--- src/rtl/mul_ctrl_pkg.sv ---
// Shared types and helpers for the shared shift-add multiplier controller.
package mul_ctrl_pkg;

    typedef enum logic [1:0] {
        ST_IDLE = 2'd0,
        ST_LOAD = 2'd1,
        ST_RUN  = 2'd2,
        ST_DONE = 2'd3
    } state_t;

    // Iteration counter must hold WIDTH-1; never narrower than one bit.
    function automatic int cnt_width(input int width);
        return (width > 2) ? $clog2(width) : 1;
    endfunction

endpackage

--- src/rtl/rr_arbiter.sv ---
// Round-robin arbiter: picks the first set request at or after the priority
// pointer, and moves the pointer past the winner when advance is strobed.
module rr_arbiter
    import mul_ctrl_pkg::*;
#(
    parameter int NREQ = 2
) (
    input  logic                    clk,
    input  logic                    rst,
    input  logic [NREQ-1:0]         i_req,
    input  logic                    i_advance,
    output logic [NREQ-1:0]         o_win_onehot,
    output logic [$clog2(NREQ)-1:0] o_win_idx
);

    localparam int IW = $clog2(NREQ);

    logic [IW-1:0] r_ptr;
    logic [IW-1:0] w_idx;
    logic          w_found;
    int            w_j;

    always_comb begin
        o_win_onehot = '0;
        o_win_idx    = '0;
        w_found      = 1'b0;
        w_j          = 0;
        w_idx        = '0;
        for (int i = 0; i < NREQ; i++) begin
            w_j   = (int'(r_ptr) + i) % NREQ;
            w_idx = IW'(w_j);
            if (!w_found && i_req[w_idx]) begin
                w_found             = 1'b1;
                o_win_idx           = w_idx;
                o_win_onehot[w_idx] = 1'b1;
            end
        end
    end

    always_ff @(posedge clk or negedge rst) begin
        if (!rst) begin
            r_ptr <= '0;
        end else if (i_advance) begin
            r_ptr <= (o_win_idx == IW'(NREQ - 1)) ? '0 : o_win_idx + 1'b1;
        end
    end

endmodule

--- src/rtl/mul_share_ctrl.sv ---
// Sequencer sharing one shift-add multiplier between NREQ clients: grants the
// datapath, strobes load/add/shift for WIDTH iterations, then pulses done.
module mul_share_ctrl
    import mul_ctrl_pkg::*;
#(
    parameter int WIDTH = 16,
    parameter int NREQ  = 2
) (
    input  logic                    clk,
    input  logic                    rst,
    input  logic [NREQ-1:0]         req,
    input  logic                    m,
    output logic [NREQ-1:0]         gnt,
    output logic [$clog2(NREQ)-1:0] sel,
    output logic                    load,
    output logic                    ad,
    output logic                    sh,
    output logic [NREQ-1:0]         done,
    output logic                    busy
);

    localparam int CW = cnt_width(WIDTH);
    localparam int IW = $clog2(NREQ);

    state_t          r_state;
    state_t          w_next;
    logic [CW-1:0]   r_cnt;
    logic [IW-1:0]   r_owner;
    logic [NREQ-1:0] r_owner_oh;
    logic [NREQ-1:0] w_win_onehot;
    logic [IW-1:0]   w_win_idx;
    logic            w_req_any;
    logic            w_advance;

    assign w_req_any = |req;
    // Arbitration happens only on the edge that enters LOAD.
    assign w_advance = ((r_state == ST_IDLE) || (r_state == ST_DONE)) && w_req_any;

    rr_arbiter #(
        .NREQ(NREQ)
    ) u_arb (
        .clk          (clk),
        .rst          (rst),
        .i_req        (req),
        .i_advance    (w_advance),
        .o_win_onehot (w_win_onehot),
        .o_win_idx    (w_win_idx)
    );

    always_ff @(posedge clk or negedge rst) begin
        if (!rst) begin
            r_state <= ST_IDLE;
        end else begin
            r_state <= w_next;
        end
    end

    always_comb begin
        w_next = r_state;
        case (r_state)
            ST_IDLE: if (w_req_any) w_next = ST_LOAD;
            ST_LOAD: w_next = ST_RUN;
            ST_RUN:  if (r_cnt == '0) w_next = ST_DONE;
            ST_DONE: w_next = w_req_any ? ST_LOAD : ST_IDLE;
            default: w_next = ST_IDLE;
        endcase
    end

    always_ff @(posedge clk or negedge rst) begin
        if (!rst) begin
            r_cnt      <= '0;
            r_owner    <= '0;
            r_owner_oh <= '0;
        end else begin
            if (w_advance) begin
                r_owner    <= w_win_idx;
                r_owner_oh <= w_win_onehot;
            end
            if (r_state == ST_LOAD) begin
                r_cnt <= CW'(WIDTH - 1);
            end else if ((r_state == ST_RUN) && (r_cnt != '0)) begin
                r_cnt <= r_cnt - 1'b1;
            end
        end
    end

    // Moore decode of registered state; ad alone follows m combinationally.
    always_comb begin
        gnt  = '0;
        done = '0;
        load = 1'b0;
        sh   = 1'b0;
        ad   = 1'b0;
        busy = (r_state != ST_IDLE);
        case (r_state)
            ST_LOAD: begin
                load = 1'b1;
                gnt  = r_owner_oh;
            end
            ST_RUN: begin
                sh = 1'b1;
                ad = m;
            end
            ST_DONE: done = r_owner_oh;
            default: ;
        endcase
    end

    assign sel = r_owner;

endmodule

--- config.mk ---
export PLATFORM = sky130hd
export DESIGN_NAME = mul_share_ctrl
export DESIGN_NICKNAME = d
export VERILOG_FILES = /design/src/rtl/mul_ctrl_pkg.sv /design/src/rtl/rr_arbiter.sv /design/src/rtl/mul_share_ctrl.sv
export SDC_FILE = /design/constraint.sdc
export NUM_CORES = 1
export LEC_CHECK = 0
export CAP_MARGIN = 20
export CELL_PAD_IN_SITES_DETAIL_PLACEMENT = 1
export CELL_PAD_IN_SITES_GLOBAL_PLACEMENT = 2
export CORE_MARGIN = 5
export CORE_UTILIZATION = 31
export DETAILED_ROUTE_END_ITERATION = 12
export GPL_TIMING_DRIVEN = 0
export HOLD_SLACK_MARGIN = 0.1
export PLACE_DENSITY_LB_ADDON = 0.1
export SYNTH_ARGS = -nofsm -noshare
export SYNTH_HDL_FRONTEND = slang
export SYNTH_SLANG_ARGS = --single-unit
--- constraint.sdc ---
create_clock -name clk -period 4.5 [get_ports clk]
set_clock_uncertainty 0.15 [all_clocks]
set_input_delay 0.45 -clock clk [delete_from_list [all_inputs] [get_ports clk]]
set_output_delay 0.45 -clock clk [all_outputs]
set_load 0.02 [all_outputs]
# [Word level (Yosys, flattened, before mapping)]
# Cells that the tools add are included.
[totals] wordCells=57 rom_bits=0 latchBits=0 ram_bits=0 reg_bits=10 input_bits=5 n_memories=0 out_inout_bits=9
[classes] reduce_logical=14 n_mux=25 shifts=0 n_addsub=3 mul=0 bitwise_logic=1 n_div=0 n_lt_le_gt_ge=4 n_eq_ne=5
[ops] op="$mux 1" count=14
[ops] op="$mux 2" count=6
[ops] op="$mux 4" count=2
[ops] op="$pmux 2 s4" count=1
[ops] op="$logic_and 1x1->1" count=5
[ops] op="$eq 2x2->1 const B" count=2
[ops] op="$logic_not 4->1" count=1
[ops] op="$lt 1x2->1 const B" count=2
[ops] op="$ne 2x2->1 const B" count=2
[ops] op="$reduce_bool 2->1" count=2
[ops] op="$reduce_bool 4->1" count=1
[ops] op="$sub 4x1->4 const B" count=1
[ops] op="$add 1x1->1 const B" count=2
[ops] op="$demux 1 s1" count=2
[ops] op="$eq 2x1->1 const B" count=1
[ops] op="$ge 1x1->1 const B" count=2
[ops] op="$logic_not 2->1" count=1
[ops] op="$or 2x2->2" count=1
[ops] op="$reduce_and 2->1" count=1
[ops] op="$reduce_or 2->1" count=1
[ops] op="$logic_not 1->1" count=1
[ops] op="$logic_or 1x1->1" count=1

# [Depth between registers and ports, before layout]
# Gate-level depths: netlist of run 1.
[depth] depth_word=8 mapped_depth=6 depth_no_buf=5

# [Modules after synthesis]
# From an unflattened synthesis of run 1, not the netlist that was laid out.
[hier_totals] hier_cells=61 hier_area_um2=646.9
[by_module_without_submodules] module="mul_share_ctrl" cells_each=54 area_per_inst_um2=563.0 n_inst=1 seq_area_each_um2=225.2
[by_module_without_submodules] module="rr_arbiter" cells_each=7 area_per_inst_um2=83.8 n_inst=1 seq_area_each_um2=25.0

# [Worst setup path after synthesis of run 1]
# Ideal clock, no wire load.
[synth_path] path_type="flip-flop to output port" startpoint="register r_state[0]" endpoint="output port ad" required_ps=3900 arrival_time_ps=1381 setup_slack_ps=2519 path_stages_with_launch=5 path_buffers=1 cell_sequence="dfrtp_1 -> inv_1 -> ha_1 -> clkbuf_1 -> and2_1"
[synth_between] elab_chain_cells=2
[synth_rtl] item="start, declared" line_no="mul_share_ctrl.sv:25" text="state_t r_state;"
[synth_rtl] item="start signal, assigned" line_no="mul_share_ctrl.sv:54" text="r_state <= w_next;"
[synth_rtl] item="$eq 2x2->1" line_no="mul_share_ctrl.sv:95" text="case (r_state)"
[synth_rtl] item="$mux 1" line_no="mul_share_ctrl.sv:95"
[synth_rtl] item="end, declared" line_no="mul_share_ctrl.sv:16" text="output logic ad,"
# Every way passes these cells.

# [Worst setup path in the final report of run 1]
# Ends and elaborated chain as after synthesis.

==> flow_summary_export.csv, run 1 <==
group,metric,value,unit
min_path,whs_path_depth,1,
place,hpwlAfterDp,991,um
logic_synthesis,synth_warnings,0,
finish,nNetsFinal,89,
grt,grt_pass1_wl,2240,um
logic_synthesis,yosys.area.top_type_share,41.7,%
cts,cts_sinks,10,
logic_synthesis,yosysMostFrequentCell,"dfrtp_1",
routing,ant_nets,0,
logic_synthesis,synth.distinct_cells,26,
grt,antenna_found_initial,0,
die,fp.coreArea,1900,um^2
logic_synthesis,synth.area.top_cells,"dfrtp_1 (42%), ha_1 (13%), and2_1 (5.2%), inv_1 (4.4%), a31oi_1 (3.1%)",
routing,drc,0,
grt,gr-total-overflow,0,
logic_synthesis,synth_top_flop_cell,"dfrtp_1",
logic_synthesis,async_reset_ff_share,100,%
die,fp.dieW,54.0,um
cts,h-tree-depth,1,
timing,post-route-period-util,61.0,%
cts,clk_pin_slew_worst_paths,0.06,ns
logic_synthesis,synth_top_cells_by_count,"dfrtp_1 (10), inv_1 (7), ha_1 (6)",
routing,via_per_inst,4.67,
timing,setup_tns,0,ns
timing,fmax,364,MHz
logic_synthesis,synthMuxAreaShare,3.54,%
timing,drv_slew,0,
timing,report.final.hold_viol_count,0,
finish,area_delta_synth_final,31.0,%
cts,clk_path_buf_depth,2,
die,io-pin-count,14,
place,portBuffers,13,
logic_synthesis,synthXorXnorAreaFrac,0,%
pwr,peakVddDrop,0.000255,V
logic_synthesis,synth_edf_count,0,
pwr,leakage,0.355,nW
run,cap_violations,0,
logic_synthesis,syn-mean-instance-area,10.0,um^2
cts,cts_tree,"yes",
routing,wl_per_cell,12.0,um
cts,postCtsHoldBufs,0,
logic_synthesis,synthAdderAreaFrac,12.5,%
cts,postCtsSetupBuffers,0,
cts,clkLatencyLatePin,0.26,ns
logic_synthesis,ys_ff_latch,10,
finish,final_area,787,um^2
place,place_area,764,um^2
logic_synthesis,synth_seq_area_share,41.7,%
logic_synthesis,netlist_area,601,um^2
timing,min_period,2.75,ns
worst_setup_path,cp-start-kind,"flip-flop",
cts,post_cts_resized,0,
die,rows,16,
status,outcome,"finished clean",
routing,drtPass1Iterations,4,
routing,drt_iter0_drc,4,
worst_setup_path,crit_fanout,10,
routing,routed_wl,1240,um
grt,grt_use_total,10.8,%
worst_setup_path,end_kind,"output pin",
die,die-area,2920,um^2
routing,via_count,481,
timing,worst_pin_slew,0.451,ns
finish,antenna_cells,0,
logic_synthesis,synth_nets,71,
finish,drive_gt1_share,9.21,%
timing,grt_setup_unrepaired,"no",
logic_synthesis,yosys.area_share.simple,18.1,%
cts,cts-root-buf,"clkbuf_4",
cts,numCtsBuffers,3,
worst_setup_path,r2r_cells,6,
timing,finalSetupViolCount,0,
grt,first_global_vias,511,
die,die_h,54.0,um
pwr,power_density,695,nW/um^2
logic_synthesis,yosysTopAreaCell,"dfrtp_1",
place,gp_congestion,0.663,
worst_setup_path,path_class,"reg -> out",
logic_synthesis,synth_compound_area_share,17.3,%
min_path,hp-class,"reg -> reg",
worst_setup_path,arrival,2.15,ns
logic_synthesis,netlist_instances,60,
logic_synthesis,synth_top_family_by_area,"simple AND/OR/NAND/NOR gates",
timing,max_slew_margin,69.8,%
die,initial_core_util,31.6,%
grt,grt_max_degree,11,
worst_setup_path,required,3.90,ns
routing by layer:
metal | wire (um) | track usage [%]
met5 | 0 | 0
met3 | 50 | 4.99
met2 | 662 | 17.9
met1 | 527 | 12.6
met4 | 0 | 2.49
path summary, 6_finish.rpt:
path | end | slack, ns | startpoint
worst max-delay path | ad | 1.75 | r_state[0]
worst min-delay path | u_arb.r_ptr | 0.33 | u_arb.r_ptr
worst max register to register | r_state[1] | 2.53 | r_cnt[0]
worst min register to register | u_arb.r_ptr | 0.33 | u_arb.r_ptr
max in group asynchronous | r_state[1] | 3.53 | rst
min in group asynchronous | r_cnt[2] | 0.36 | rst
sequential cells by signal, summed over array words and instances, names as in the netlist:
name and cells:
r_state 2, u_arb.r_ptr 1, r_owner_oh 2, sel 1, r_cnt 4
layout make-up:
type	instances	area [um^2]
fill	226	1110
multi-input combinational	41	309
sequential	10	250
timing repair buffer	13	130
tap	27	33.8
inverter	7	26.3
clock buffer	3	22.5
buffer	2	15.0
report_power, final:
part / internal, mW / total, mW / switching, mW
logic: 0.160 / 0.329 / 0.169
clock network: 0.0308 / 0.0584 / 0.0276
registers: 0.130 / 0.160 / 0.0294
metrics by stage:
stage,util (%),worst slack (ns),hold WS [ns],total power [mW],cells
final,41.4,1.75,0.331,0.547,103
after global routing,41.4,1.55,0.367,0.600,103
after CTS,41.4,1.71,0.328,0.559,103
after detailed placement,40.2,2.00,0.320,0.496,100
after global placement,40.2,2.00,0.312,0.492,100
after floorplan,-,2.52,0.00441,0.377,60
cells in the final DEF, fill, tap and decap left out, types with 3 or more instances in the layout:
| cell type | netlist | layout |
|---|---|---|
| nor2_1 | 5 | 5 |
| and2_1 | 5 | 5 |
| a21oi_1 | 3 | 3 |
| a31oi_1 | 3 | 3 |
| dfrtp_1 | 10 | 10 |
| clkdlybuf4s50_1 | 0 | 13 |
| ha_1 | 6 | 6 |
| clkbuf_4 | 0 | 3 |
| inv_1 | 7 | 7 |
cell families after synthesis:
kind of cell               after synthesis
AOI/OAI and AO/OA                       14
adders and majority gates                6
buffers and inverters                    9
DFF                                     10
muxes                                    2
and+or+nand+nor                         19
worst max-delay path, cell delays in order (launching register included):
cell and delay, ns:
dfrtp_1 0.40, inv_1 0.15, ha_1 0.22, clkbuf_1 0.33, and2_1 0.18, clkdlybuf4s50_1 0.59
Power figures use the tool's default switching activity.
==> inputs of run 2 (changes only) <==
CORE_UTILIZATION = 26   (was 31)
clock period = 2.3 ns   (was 4.5 ns; I/O delays follow)
==> flow_summary_export.csv, run 2 (synthesis gave the netlist of run 1 again) <==
group,metric,value,unit
pwr,peakVddDrop,0.000507,V
place,place_area,766,um^2
place,gp_congestion,0.636,
pwr,power_density,1370,nW/um^2
die,fp.dieW,58.1,um
worst_setup_path,rrSetupSlack,0.35,ns
worst_setup_path,r2r_cells,6,
timing,grt_setup_unrepaired,"no",
finish,final_common_cell,"clkdlybuf4s50_1",
grt,grt_use_total,9.64,%
cts,clk_path_buf_depth,2,
worst_setup_path,crit_end,"gnt[0]",
routing,drtPass1Iterations,2,
pwr,fin_total_pwr,1.09,mW
timing,report.final.hold_viol_count,0,
status,outcome,"finished clean",
cts,cts_tree,"yes",
finish,multi_input_area,312,um^2
cts,cts_sinks,10,
worst_setup_path,rr_endpoint,"r_state[1]",
timing,worst_pin_slew,0.474,ns
routing,wl_per_cell,12.8,um
worst_setup_path,r2r_start,"r_cnt[0]",
die,rows,17,
routing,via_per_inst,4.61,
grt,first_global_vias,537,
timing,min_period,2.18,ns
routing,routed_wl,1330,um
cts,clkLatencyLatePin,0.27,ns
routing,drt_iter0_drc,5,
die,io-pin-count,14,
finish,drive_gt1_share,11.8,%
routing,via_count,479,
finish,top_regs,"r_cnt x4, r_owner_oh x2, r_state x2",
die,initial_core_util,27.1,%
cts,clk_pin_slew_worst_paths,0.06,ns
die,fp.coreArea,2210,um^2
worst_setup_path,end_kind,"output pin",
finish,final_area,793,um^2
pwr,leakage,0.361,nW
cts,postCtsHoldBufs,0,
cts,h-tree-depth,1,
timing,fmax,458,MHz
place,hpwlAfterDp,1010,um
grt,gr-total-overflow,0,
worst_setup_path,cp-start-kind,"flip-flop",
timing,finalSetupViolCount,0,
worst_setup_path,required,1.92,ns
finish,largest-register,"r_cnt",
finish,fill_cells,254,
routing,drc,0,
worst_setup_path,crit_chain,"inv_1 -> ha_2 -> and2_1 -> clkdlybuf4s50_1",
timing,setup_tns,0,ns
finish,antenna_cells,0,
die,die_h,58.1,um
worst_setup_path,crit_path_start,"r_state[1]",
timing,post-route-period-util,94.9,%
run,cap_violations,0,
grt,grt_pass1_wl,2420,um
finish,area_delta_synth_final,32.1,%
cts,numCtsBuffers,3,
worst_setup_path,cp_top_family,"buffers and inverters",
finish,final_cell_mix,"clkdlybuf4s50_1 (12), dfrtp_1 (10), inv_1 (7)",
die,die-area,3370,um^2
grt,grt_max_degree,11,
worst_setup_path,crit_fanout,7,
worst_setup_path,crit_path_top_delay_cell,"clkdlybuf4s50_1",
worst_setup_path,path_class,"reg -> out",
worst_setup_path,crit_buf_inv,2,
routing,ant_nets,0,
timing,max_slew_margin,68.3,%
min_path,hp-class,"in -> async",
worst_setup_path,path_depth,4,
timing,drv_slew,0,
finish,nNetsFinal,89,
cts,cts-root-buf,"clkbuf_4",
worst_setup_path,arrival,1.80,ns
finish,largest_reg_flops,4,
worst_setup_path,cpPeakStageDelay,0.60,ns
grt,antenna_found_initial,0,
place,portBuffers,13,
finish,register_area,250,um^2
## run 2: cell types whose count changed in the layout (fill, tap and decap cells not counted), sizes merged
cell           change
dlygate4sd2        +1
clkdlybuf4s50      -1
## run 2: worst reg2reg max path, stage by stage (launching register included)
cell     delay, ns
dfrtp_1       0.41
inv_1         0.07
ha_1          0.17
or3b_1        0.37
buf_6         0.15
a21oi_2       0.18
mux2_1        0.34
## run 2: worst min-delay path by stage
stage,start,endpoint,cells past startpoint
after global routing,rst,r_cnt[0],1
after detailed placement,u_arb.r_ptr,u_arb.r_ptr,1
after floorplan,rst,r_cnt[0],0
after global placement,u_arb.r_ptr,u_arb.r_ptr,1
final,rst,r_cnt[0],1
after CTS,rst,r_cnt[0],1
## run 2: cell type report
cell class,count,area share (%)
repair buffers,13,16.2
plain buffers,2,2.37
well taps,28,4.42
inverters,7,3.31
multi-input cells,41,39.3
flip-flops and latches,10,31.5
clock buffers,3,2.84
## run 2: timing repair
item / in CTS / in global routing
gates resized for setup: 3 / 1
pin swaps: 0 / 0
setup endpoints to repair: 1 / 2
setup buffers: 0 / 0
## run 2: report_power, final
part           internal [mW]  switching [mW]  total [mW]
clock                 0.0605          0.0603       0.121
combinational          0.320           0.334       0.653
sequential             0.255          0.0574       0.312
total                  0.635           0.451        1.09
## run 2: metrics by stage
step	utilization (%)	instances	hold slack [ns]	worst slack, ns
global placement	34.6	101	0.313	0.0106
detailed placement	34.6	101	0.316	-0.00772
floorplan	-	60	-0.216	0.463
finish	35.9	104	0.135	0.118
CTS	35.7	104	0.144	0.0120
global route	35.9	104	0.153	0.00794
## run 2: layer usage
metal  wire length, um  vias up  global-route usage, %  part of all wire [%]
li1                  -      237                      -                     -
met1               607      228                   10.6                    46
met2               630       12                   15.5                    47
met3                83        2                   5.12                   6.2
met4                12        0                   3.97                  0.90
met5                 0        -                      0                     0
